File: src/rtl/mem_mode_engine_pkg.sv
// Shared types for the multi-mode storage responder (package mem_pkg).
// Holds the mode, rw and FSM encodings plus the default data width.
package mem_pkg;

  localparam int DATA_W_DEF = 32;

  typedef enum logic [2:0] {
    FIFO = 3'b000,
    LIFO = 3'b001,
    RING = 3'b010
  } mode_e;

  typedef enum logic [1:0] {
    IDLE = 2'b00,
    WR   = 2'b01,
    RD   = 2'b10,
    RW   = 2'b11
  } rw_e;

  typedef enum logic {
    ST_EMPTY  = 1'b0,
    ST_ACTIVE = 1'b1
  } state_e;

  function automatic logic mode_valid(input logic [2:0] m);
    case (m)
      FIFO, LIFO, RING: mode_valid = 1'b1;
      default:          mode_valid = 1'b0;
    endcase
  endfunction

endpackage

File: src/rtl/mem_mode_engine_if.sv
// Stimulus-side bus of the storage responder; err exists only when
// MEM_MODE_ERR_EN is defined.
interface mem_mode_engine_if #(
  parameter int DATA_W = mem_pkg::DATA_W_DEF
);
  logic [DATA_W-1:0] Din;
  logic [2:0]        mode_in;
  logic [2:0]        chip_en;
  logic [1:0]        rw;
  logic [DATA_W-1:0] Dout;
  logic              full;
  logic              empty;
`ifdef MEM_MODE_ERR_EN
  logic              err;

  modport master (output Din, mode_in, chip_en, rw, input Dout, full, empty, err);
  modport slave  (input Din, mode_in, chip_en, rw, output Dout, full, empty, err);
`else
  modport master (output Din, mode_in, chip_en, rw, input Dout, full, empty);
  modport slave  (input Din, mode_in, chip_en, rw, output Dout, full, empty);
`endif
endinterface

File: src/rtl/mem_mode_engine_storage.sv
// DEPTH x DATA_W register array, one write port and one registered read port.
// A same-address read/write collision returns the previous contents.
module mem_storage #(
  parameter int DATA_W = 32,
  parameter int DEPTH  = 16
) (
  input  logic                     clk,
  input  logic                     reset,
  input  logic                     we,
  input  logic [$clog2(DEPTH)-1:0] waddr,
  input  logic [DATA_W-1:0]        wdata,
  input  logic                     re,
  input  logic [$clog2(DEPTH)-1:0] raddr,
  output logic [DATA_W-1:0]        rdata
);
  logic [DATA_W-1:0] mem_r [DEPTH];

  // array write; contents deliberately survive reset
  always_ff @(posedge clk) begin
    if (we) begin
      mem_r[waddr] <= wdata;
    end
  end

  // read register, holds its value between reads
  always_ff @(posedge clk) begin
    if (reset) begin
      rdata <= {DATA_W{1'b0}};
    end else if (re) begin
      rdata <= mem_r[raddr];
    end
  end
endmodule

File: src/rtl/mem_mode_engine.sv
// FIFO / LIFO / overwrite-ring responder over one storage array.
// Optional sticky err output is enabled by defining MEM_MODE_ERR_EN.
module mem_mode_engine
  import mem_pkg::*;
#(
  parameter int          DATA_W  = DATA_W_DEF,
  parameter int          DEPTH   = 16,
  parameter logic [2:0]  CHIP_ID = 3'b001
) (
  input  logic           clk,
  input  logic           reset,
  mem_mode_engine_if.slave bus
);
  localparam int              ADDR_W   = $clog2(DEPTH);
  localparam logic [ADDR_W-1:0] PTR_ONE  = ADDR_W'(1);
  localparam logic [ADDR_W:0]   CNT_ONE  = (ADDR_W+1)'(1);
  localparam logic [ADDR_W:0]   CNT_ZERO = (ADDR_W+1)'(0);
  localparam logic [ADDR_W:0]   CNT_FULL = (ADDR_W+1)'(DEPTH);

  state_e              state_r, state_s;
  mode_e               mode_q_r, mode_q_s, op_mode_s;
  logic [ADDR_W-1:0]   wr_ptr_r, wr_ptr_s, rd_ptr_r, rd_ptr_s;
  logic [ADDR_W:0]     count_r, count_s;
  logic                full_r, empty_r;
  logic                req_s, ok_s, match_s, is_full_s, is_empty_s;
  logic                we_s, re_s;
  logic [ADDR_W-1:0]   waddr_s, raddr_s;
  logic [DATA_W-1:0]   dout_s;

  assign req_s      = !reset && (bus.chip_en == CHIP_ID) && (bus.rw != IDLE);
  assign ok_s       = mode_valid(bus.mode_in);
  assign match_s    = (state_r == ST_EMPTY) || (bus.mode_in == mode_q_r);
  assign is_full_s  = (count_r == CNT_FULL);
  assign is_empty_s = (count_r == CNT_ZERO);
  assign op_mode_s  = mode_e'(bus.mode_in);

  // next-state, pointer, count and storage-port decode
  always_comb begin
    state_s  = state_r;
    mode_q_s = mode_q_r;
    wr_ptr_s = wr_ptr_r;
    rd_ptr_s = rd_ptr_r;
    count_s  = count_r;
    we_s     = 1'b0;
    re_s     = 1'b0;
    waddr_s  = wr_ptr_r;
    raddr_s  = rd_ptr_r;
    if (req_s && ok_s && match_s) begin
      if (state_r == ST_EMPTY) begin
        mode_q_s = op_mode_s;
      end else begin
        mode_q_s = mode_q_r;
      end
      case (bus.rw)
        WR: begin
          if (!is_full_s) begin
            we_s     = 1'b1;
            wr_ptr_s = wr_ptr_r + PTR_ONE;
            count_s  = count_r + CNT_ONE;
          end else if (op_mode_s == RING) begin
            // overwrite the oldest entry; occupancy stays at DEPTH
            we_s     = 1'b1;
            wr_ptr_s = wr_ptr_r + PTR_ONE;
            rd_ptr_s = rd_ptr_r + PTR_ONE;
          end else begin
            we_s = 1'b0;
          end
        end
        RD: begin
          if (is_empty_s) begin
            re_s = 1'b0;
          end else if (op_mode_s == LIFO) begin
            re_s     = 1'b1;
            raddr_s  = wr_ptr_r - PTR_ONE;
            wr_ptr_s = wr_ptr_r - PTR_ONE;
            count_s  = count_r - CNT_ONE;
          end else begin
            re_s     = 1'b1;
            rd_ptr_s = rd_ptr_r + PTR_ONE;
            count_s  = count_r - CNT_ONE;
          end
        end
        RW: begin
          if (is_empty_s) begin
            we_s     = 1'b1;
            wr_ptr_s = wr_ptr_r + PTR_ONE;
            count_s  = count_r + CNT_ONE;
          end else if (op_mode_s == LIFO) begin
            // swap the top: read-before-write on the same address
            re_s    = 1'b1;
            we_s    = 1'b1;
            raddr_s = wr_ptr_r - PTR_ONE;
            waddr_s = wr_ptr_r - PTR_ONE;
          end else begin
            re_s     = 1'b1;
            we_s     = 1'b1;
            wr_ptr_s = wr_ptr_r + PTR_ONE;
            rd_ptr_s = rd_ptr_r + PTR_ONE;
          end
        end
        default: begin
          we_s = 1'b0;
          re_s = 1'b0;
        end
      endcase
      state_s = (count_s == CNT_ZERO) ? ST_EMPTY : ST_ACTIVE;
    end else begin
      state_s = state_r;
    end
  end

  // state, pointer and flag registers
  always_ff @(posedge clk) begin
    if (reset) begin
      state_r  <= ST_EMPTY;
      mode_q_r <= FIFO;
      wr_ptr_r <= {ADDR_W{1'b0}};
      rd_ptr_r <= {ADDR_W{1'b0}};
      count_r  <= CNT_ZERO;
      full_r   <= 1'b0;
      empty_r  <= 1'b1;
    end else begin
      state_r  <= state_s;
      mode_q_r <= mode_q_s;
      wr_ptr_r <= wr_ptr_s;
      rd_ptr_r <= rd_ptr_s;
      count_r  <= count_s;
      full_r   <= (count_s == CNT_FULL);
      empty_r  <= (count_s == CNT_ZERO);
    end
  end

  mem_storage #(
    .DATA_W (DATA_W),
    .DEPTH  (DEPTH)
  ) u_storage (
    .clk   (clk),
    .reset (reset),
    .we    (we_s),
    .waddr (waddr_s),
    .wdata (bus.Din),
    .re    (re_s),
    .raddr (raddr_s),
    .rdata (dout_s)
  );

  assign bus.Dout  = dout_s;
  assign bus.full  = full_r;
  assign bus.empty = empty_r;

`ifdef MEM_MODE_ERR_EN
  logic err_r, err_set_s;

  // error conditions: reserved mode, mode mismatch, dropped write/read
  always_comb begin
    err_set_s = 1'b0;
    if (req_s) begin
      if (!ok_s || !match_s) begin
        err_set_s = 1'b1;
      end else if ((bus.rw == WR) && is_full_s && (op_mode_s != RING)) begin
        err_set_s = 1'b1;
      end else if ((bus.rw == RD) && is_empty_s) begin
        err_set_s = 1'b1;
      end else begin
        err_set_s = 1'b0;
      end
    end else begin
      err_set_s = 1'b0;
    end
  end

  // sticky error flag
  always_ff @(posedge clk) begin
    if (reset) begin
      err_r <= 1'b0;
    end else if (err_set_s) begin
      err_r <= 1'b1;
    end else begin
      err_r <= err_r;
    end
  end

  assign bus.err = err_r;
`endif
endmodule
File: src/flat_wrapper.sv
// flat-port wrapper written by rule: the top's interface ports become plain ports
module mem_mode_engine_flat import mem_pkg::*;
#(
  parameter int          DATA_W  = DATA_W_DEF,
  parameter int          DEPTH   = 16,
  parameter logic [2:0]  CHIP_ID = 3'b001
)
  (clk, reset, bus_Din, bus_mode_in, bus_chip_en, bus_rw, bus_Dout, bus_full, bus_empty);
  mem_mode_engine_if #(.DATA_W(DATA_W)) bus_i ();
  input  logic clk;
  input  logic reset;
  input wire logic [$bits(bus_i.Din)-1:0] bus_Din;
  input wire logic [$bits(bus_i.mode_in)-1:0] bus_mode_in;
  input wire logic [$bits(bus_i.chip_en)-1:0] bus_chip_en;
  input wire logic [$bits(bus_i.rw)-1:0] bus_rw;
  output wire logic [$bits(bus_i.Dout)-1:0] bus_Dout;
  output wire logic [$bits(bus_i.full)-1:0] bus_full;
  output wire logic [$bits(bus_i.empty)-1:0] bus_empty;
  assign bus_i.Din = bus_Din;
  assign bus_i.mode_in = bus_mode_in;
  assign bus_i.chip_en = bus_chip_en;
  assign bus_i.rw = bus_rw;
  assign bus_Dout = bus_i.Dout;
  assign bus_full = bus_i.full;
  assign bus_empty = bus_i.empty;
  mem_mode_engine #(.DATA_W(DATA_W), .DEPTH(DEPTH), .CHIP_ID(CHIP_ID)) u_core (.clk(clk), .reset(reset), .bus(bus_i));
endmodule
File: config.mk
export PLATFORM = sky130hd
export DESIGN_NAME = mem_mode_engine_flat
export DESIGN_NICKNAME = d
export VERILOG_FILES = /design/src/rtl/mem_mode_engine_pkg.sv /design/src/rtl/mem_mode_engine_if.sv /design/src/rtl/mem_mode_engine_storage.sv /design/src/rtl/mem_mode_engine.sv /design/src/flat_wrapper.sv
export SDC_FILE = /design/constraint.sdc
export NUM_CORES = 1
export LEC_CHECK = 0
export ABC_AREA = 1
export CAP_MARGIN = 5
export CORE_MARGIN = 10
export CORE_UTILIZATION = 55
export DETAILED_ROUTE_END_ITERATION = 16
export HOLD_SLACK_MARGIN = 0.12
export PLACE_DENSITY = 0.75
export SLEW_MARGIN = 20
export SYNTH_ARGS = -nofsm -noshare
export SYNTH_HDL_FRONTEND = slang
export SYNTH_HIERARCHICAL = 1
export SYNTH_SLANG_ARGS = --single-unit
File: constraint.sdc
create_clock -name clk -period 3.85 [get_ports clk]
set_input_delay 0.77 -clock clk [delete_from_list [all_inputs] [get_ports clk]]
set_output_delay 0.77 -clock clk [all_outputs]
set_load 0.05 [all_outputs]
# --- After elaboration in Yosys (flattened, before gate mapping) ---
# Memories as Yosys holds them, arrays and structs flattened. A register that Yosys moved wholly into a read port is not among the register bits.
# Index checks and enable logic that the tools add are counted.
totals:
  mem_bits_rw: 512
  regBits: 19
  mem_count: 1
mem_list:
  columns: ["memory", "depth", "width", "rd", "rd_ports_with_merged_regs", "write_ports", "line", "source"]
  rows:
  - ["u_core.u_storage.mem_r", 16, 32, 1, 1, 1, "mem_mode_engine_storage.sv:16", "logic [DATA_W-1:0] mem_r [DEPTH];"]
classes:
  mux: 35
  n_reduce_logical: 18
  addsub: 5
  eq_ne: 15
  bitwise: 1
ops:
  columns: ["cell", "n"]
  rows:
  - ["2-to-1 mux 4 bit", 16]
  - ["2-to-1 mux 5 bit", 5]
  - ["zero test 5 bit", 3]
  - ["one-hot mux 5 bit (3 select lines)", 1]
  - ["one-hot mux 4 bit (3 select lines)", 1]
  - ["== test 5 bit (second input constant)", 2]
  - ["2-to-1 mux 1 bit", 10]
  - ["adder 4 x 1 -> 4 bit (second input constant)", 2]
  - ["one-hot mux 4 bit (2 select lines)", 1]
  - ["== test 3 x 1 -> 1 bit (second input constant)", 2]
  - ["AND reduction 6 bit", 1]
  - ["adder 5 x 1 -> 5 bit (second input constant)", 1]
  - ["subtractor 5 x 1 -> 5 bit (second input constant)", 1]
  - ["== test 2 bit (second input constant)", 2]
  - ["logical AND 1 bit", 4]
  - ["!= test 2 x 1 -> 1 bit (second input constant)", 2]
  - ["!= test 2 bit (second input constant)", 2]
  - ["AND reduction 4 bit", 1]
  - ["nonzero test 2 bit", 2]
  - ["subtractor 4 x 1 -> 4 bit (second input constant)", 1]
  - ["== test 3 x 2 -> 1 bit (second input constant)", 1]
  - ["== test 3 bit", 1]
  - ["zero test 3 bit", 1]
  - ["!= test 3 x 2 -> 1 bit (second input constant)", 1]
  - ["other kinds (10)", 10]

# --- Longest topological paths before layout ---
# Gate-level depths: netlist of the first run.
depth:
  depth_word: 8
  ltp_mapped: 23
  mapped_depth_nobuf: 20

# --- Cells and area by module ---
# The synthesis of the first run kept the hierarchy.
by_module_without_submodules:
  columns: ["module", "n_inst", "cells_per_inst", "seq_area_each_um2", "area_per_inst_um2"]
  rows:
  - ["mem_storage", 1, 1874, 16015.4, 21893.5]
  - ["mem_mode_engine", 1, 246, 380.4, 1534.0]

# --- Least setup slack after synthesis of the first run ---
# OpenSTA, ideal clock, no wires.
synth_timing:
  path_kind: "input port to flip-flop"
  startpoint: "input reset"
  endpoint: "memory u_core.u_storage.mem_r[4][0], enable pin"
  path_slack_ns: -0.017
  cell_stages: 13
  setup_ns: 0.421
  required_ns: 3.429
  arrival_ns: 3.446
  cell_sequence: "inv_1 -> nand3b_1 -> nor2_4 -> nand2_2 -> nand2_2 -> buf_6 -> nand2_2 -> nor2_4 -> inv_2 -> nand2_1 -> o21ai_2 -> nand3b_1 -> nor2_1"
synth_between:
  elab_cells_between_ends: 9
  cone_classes: "mux (4); reduce/logical (5)"
synth_lines:
  columns: ["item", "line", "source"]
  rows:
  - ["from (decl)", "flat_wrapper.sv:11", "input logic reset;"]
  - ["zero test 1 bit", "mem_mode_engine.sv:30", "assign req_s = !reset && (bus.chip_en == CHIP_ID) && (bus.rw != IDLE);"]
  - ["logical AND 1 bit (2 in series)", "mem_mode_engine.sv:30", null]
  - ["logical AND 1 bit (2 in series)", "mem_mode_engine.sv:48", "if (req_s && ok_s && match_s) begin"]
  - ["2-to-1 mux 4 bit", "mem_mode_engine.sv:48", null]
  - ["via u_core.waddr_s[3]", "mem_mode_engine.sv:27", "logic [ADDR_W-1:0] waddr_s, raddr_s;"]
  - ["to (decl)", "mem_mode_engine_storage.sv:16", null]
# The timed path passes the listed nets, and every way through them passes these cells.

# --- Worst setup path after layout of the first run ---
layout_timing:
  startpoint: "input bus_mode_in[2]"
  endpoint: "register u_core.u_storage.rdata[21] (read register of u_core.u_storage.mem_r)"
layout_between:
  elab_chain_len: 6
  elab_cells_between_ends: 14
  cone_classes: "eq/ne (3); mux (6); reduce/logical (5)"
layout_rtl:
  columns: ["item", "line", "source"]
  rows:
  - ["from (decl)", "flat_wrapper.sv:13", "input wire logic [$bits(bus_i.mode_in)-1:0] bus_mode_in;"]
  - ["== test 3 x 1 -> 1 bit, or another cell as far along", "mem_mode_engine_pkg.sv:26", "case (m)"]
  - ["OR reduction 3 bit", "mem_mode_engine_pkg.sv:26", null]
  - ["2-to-1 mux 1 bit", "mem_mode_engine_pkg.sv:26", null]
  - ["logical AND 1 bit", "mem_mode_engine.sv:48", null]
  - ["logical AND 1 bit *", "mem_mode_engine.sv:48", null]
  - ["2-to-1 mux 1 bit *", "mem_mode_engine.sv:48", null]
  - ["via u_core.re_s", "mem_mode_engine.sv:26", "logic we_s, re_s;"]
  - ["to (decl)", "mem_mode_engine_storage.sv:14", "output logic [DATA_W-1:0] rdata"]
# The timed path passes the listed nets; every way through them passes the cells marked *.
# A chain may end at the register's enable or synchronous reset.

==> impl_metrics.py, run 1 <==
metrics = {
    "outcome": {
        "status": "complete, no violations",
    },
    "global_routing": {
        "antenna_found_initial": 1,
        "overflow": 0,
        "grt_pass1_wl_um": 89640,
        "grt_start_max_net_pins": 97,
        "grt_usage": 0.2250,
        "grt_pass1_vias": 15990,
    },
    "die": {
        "num_rows": 75,
        "ioPinCount": 76,
        "initial_core_util": 0.5573,
        "coreArea_um2": 42040,
        "die_h_um": 226.4,
        "dieArea_um2": 51250,
        "die_w_um": 226.4,
    },
    "detailed_routing": {
        "drt_wl_total_um": 57870,
        "postRouteAntennaNets": 0,
        "first_iter_violations": 1725,
        "vias": 16380,
        "drc": 0,
        "dr.pass1.iters": 6,
        "wl_per_cell_um": 20.65,
        "viasPerCell": 5.845,
    },
    "critical_path": {
        "cp_num_buf_inv": 6,
        "cp_data_required_time_ns": 4.33,
        "worstPathMaxFanout": 30,
        "slowest_stage": "clkdlybuf4s50_1",
        "worstSetupPathType": "in2reg",
        "critical-path-top-delay-family": "simple AND/OR/NAND/NOR gates",
        "crit_chain": "clkdlybuf4s50_1 -> nor2_1 -> nand3_2 -> nor2_4 -> nand2_2 -> nand2_2 -> inv_2 -> nor2_4 -> nand2_2 -> buf_4 -> a21oi_4 -> buf_12 -> buf_12 -> nand3_1 -> nand3_1 -> nand2_1 -> nand2_1 -> nand3_1 -> nand2_1 -> inv_1",
        "crit_path_end_kind": "register",
        "crit_arrival_ns": 3.79,
        "regToRegSetupSlack_ns": 0.60,
        "reg2regPathDepth": 12,
        "regToRegStartpoint": "u_core/count_r[0]$_SDFF_PP0_",
        "cp-start-kind": "input pin",
        "slowest_delay_ns": 0.49,
        "worstReg2RegEnd": "u_core/u_storage/mem_r[3][19]$_DFFE_PP_",
    },
    "synthesis": {
        "yosysWarningCount": 6,
        "synth.area.top_cells": "edfxtp_1 66%, nand2_1 12%, nand3_1 9.4%, dfxtp_1 4.4%, nor2_1 1.8%",
        "ys_seq_elements": 563,
        "syn_area_um2": 23430,
        "netlist_instances": 2120,
        "synth-edff-count": 512,
        "syn_avg_cell_area_um2": 11.05,
        "yosys.area.top_type": "edfxtp_1",
        "synth.distinct_cells": 35,
        "synth_top_area_share": 0.6563,
        "ys_seq_area_frac": 0.6999,
        "async_reset_ff_frac": 0,
        "synth-main-ff-cell": "edfxtp_1",
        "synth_nets": 2167,
    },
    "power_and_ir_drop": {
        "total_power_uw": 12350,
        "ir_drop_v": 0.0003012,
        "leakagePower_uw": 0.01006,
        "power.density_nw_per_um2": 453.2,
    },
    "place": {
        "post-place-cells": 2698,
        "port_buffers": 75,
        "gp_congestion": 0.8439,
        "dp_hpwl_um": 33240,
    },
    "worst_hold_path": {
        "min_path_type": "reg2reg",
        "hold_depth": 2,
        "worstHoldStart": "u_core/state_r$_SDFFE_PP0N_",
        "hold_end": "u_core/state_r$_SDFFE_PP0N_",
    },
    "cells_and_area": {
        "final_net_count": 2264,
        "nFillCells": 3003,
        "stdcell_count": 2802,
        "final_util": 0.6482,
        "drive_above_1_share": 0.09461,
        "area_growth_pct": 16.31,
    },
    "sta": {
        "drv_slew": 0,
        "finalSetupViolCount": 0,
        "fmax_mhz": 302.4,
        "tightest_slew_ns": 0.8886,
        "holdWs_ns": 0.4669,
        "slew_headroom": 0.4076,
        "final_hold_viol_count": 0,
        "rsz0062_at_grt": "false",
        "post-route-period-util": 0.8590,
        "min_period_ns": 3.307,
        "skew_ns": 0.01911,
    },
    "clock_tree": {
        "path_clk_slew_ns": 0.06,
        "cts_root_buffer": "clkbuf_16",
        "max-clock-path-buffers": 3,
        "post_cts_buffers": 0,
        "clkLatencyLatePin_ns": 0.59,
        "h-tree-depth": 2,
        "numCtsBuffers": 56,
        "clock-sinks": 563,
        "cts.repair.resized": 0,
        "postCtsHoldBufs": 0,
        "cts_tree": "done",
    },
    "job": {
        "maxCapViolCount": 0,
    },
}
## synthesized netlist by cell type (2+ instances only)
| library cell | count |
|---|---|
| o21ai_0 | 13 |
| xnor2_1 | 4 |
| ha_1 | 5 |
| nand2_4 | 3 |
| buf_2 | 29 |
| nand3b_1 | 4 |
| nand3_1 | 439 |
| inv_2 | 6 |
| dfxtp_1 | 51 |
| nor2_1 | 113 |
| nand3_2 | 2 |
| nor2_4 | 4 |
| a21oi_1 | 19 |
| buf_8 | 2 |
| nand4_1 | 5 |
| nand2_1 | 734 |
| nor3_1 | 2 |
| edfxtp_1 | 512 |
| xor2_1 | 4 |
| buf_6 | 24 |
| clkbuf_1 | 21 |
| o21ai_2 | 3 |
| buf_1 | 13 |
| buf_4 | 29 |
| inv_1 | 66 |
| nand2_2 | 4 |
## stage by stage
step	worst slack [ns]	cell area (µm²)	TNS [ns]
5_1_grt	0.2517	27250	0
6_report	0.5428	27250	0
2_1_floorplan	-0.01699	23430	-2.175
3_5_place_dp	-0.05282	25420	-4.955
3_3_place_gp	-0.04942	25420	-6.111
4_1_cts	0.5415	27250	0
## worst max path at each step
stage,slack (ns),to,start,depth (start not counted)
floorplan,-0.02,u_core/u_storage/mem_r[4][0]$_DFFE_PP_,reset,13
global placement,-0.05,u_core/u_storage/mem_r[15][28]$_DFFE_PP_,bus_mode_in[2],14
detailed placement,-0.05,u_core/u_storage/mem_r[3][20]$_DFFE_PP_,bus_mode_in[2],15
CTS,0.54,u_core/u_storage/mem_r[3][19]$_DFFE_PP_,bus_mode_in[2],14
global route,0.25,u_core/u_storage/rdata[4]$_SDFFE_PP0P_,bus_mode_in[2],21
finish,0.54,u_core/u_storage/rdata[21]$_SDFFE_PP0P_,bus_mode_in[2],20
## metal layers
metal  vias to the layer above  part of all wire  global-route usage
li1                       7464                 -                   -
met1                      7886              0.38              0.2886
met2                       888              0.50              0.3808
met3                       140             0.095             0.03592
met4                         0             0.029             0.08115
met5                         -                 0                   0
## report_power, final
group | leakage, µW | switching [µW] | internal (µW) | total (µW)
sequential | 0.00501 | 2.65 | 6660 | 6670
clock | 0.000907 | 2260 | 3170 | 5430
combinational | 0.00414 | 176 | 78.0 | 254
total | 0.0101 | 2440 | 9910 | 12300
## kinds of logic after synthesis
logic type,count (synthesis),synth area share
buffers and inverters,192,0.04652
flip-flops,563,0.6999
AND/OR/NAND/NOR,1312,0.2386
XOR/XNOR,8,0.002991
adder cells (fa/ha/maj),5,0.002670
AO/OA/AOI/OAI,40,0.009400
## final cells by class
| type | instances | area (µm²) | share of cell area |
|---|---|---|---|
| antenna | 1 | 2.502 | 0.00009184 |
| clock buffer | 64 | 1453 | 0.05331 |
| clock inverter | 39 | 377.9 | 0.01387 |
| inverter | 73 | 281.5 | 0.01033 |
| multi-input combinational | 1365 | 6107 | 0.2241 |
| sequential | 563 | 16400 | 0.6017 |
| tap | 539 | 674.4 | 0.02475 |
| timing repair buffer | 158 | 1957 | 0.07182 |
## registers in the layout, summed over array words and instances (netlist names)
register / count
u_core/wr_ptr_r: 4
u_core/mode_q_r: 3
u_core/bus.empty: 1
u_core/u_storage/rdata: 32
u_core/u_storage/mem_r: 512
u_core/bus.full: 1
u_core/count_r: 5
u_core/state_r: 1
u_core/rd_ptr_r: 4
## worst register-to-register path, stage by stage, from the launching register on
cell and delay [ns]:
dfxtp_1 0.48, inv_1 0.14, ha_1 0.30, nand3_2 0.15, nand2_1 0.08, nor2_1 0.15, nand2_1 0.09, nand2_1 0.07
a21boi_0 0.51, buf_4 0.22, nand2_1 0.24, nor2_4 0.23, buf_12 0.25
## layout by cell type (no fill, tap or decap), drive strengths merged, types with 4 or more instances in the layout
master         instances
nand2                741
edfxtp               512
nand3                441
nor2                 117
buf                   84
clkdlybuf4s50         74
inv                   74
clkbuf                64
dfxtp                 51
clkinv                30
a21oi                 19
o21ai                 17
bufinv                 7
nand4                  5
ha                     5
xor2                   4
xnor2                  4
nand3b                 4
(Power assumes the default switching activity.)
==> run 2: changes to the inputs <==
--- a/config.mk
+++ b/config.mk
@@ -12,6 +12,7 @@
 export DETAILED_ROUTE_END_ITERATION = 16
 export HOLD_SLACK_MARGIN = 0.12
 export PLACE_DENSITY = 0.75
+export SKIP_CTS_REPAIR_TIMING = 1
 export SLEW_MARGIN = 20
 export SYNTH_ARGS = -nofsm -noshare
 export SYNTH_HDL_FRONTEND = slang
==> results of run 2 <==
Final layout, timing and power as in run 1 (identical DEF).
==> run 3: changes to the inputs <==
--- a/config.mk
+++ b/config.mk
@@ -6,7 +6,6 @@
 export NUM_CORES = 1
 export LEC_CHECK = 0
 export ABC_AREA = 1
-export CAP_MARGIN = 5
 export CORE_MARGIN = 10
 export CORE_UTILIZATION = 55
 export DETAILED_ROUTE_END_ITERATION = 16
==> results of run 3 <==
Final layout, timing and power as in run 1 (identical DEF).
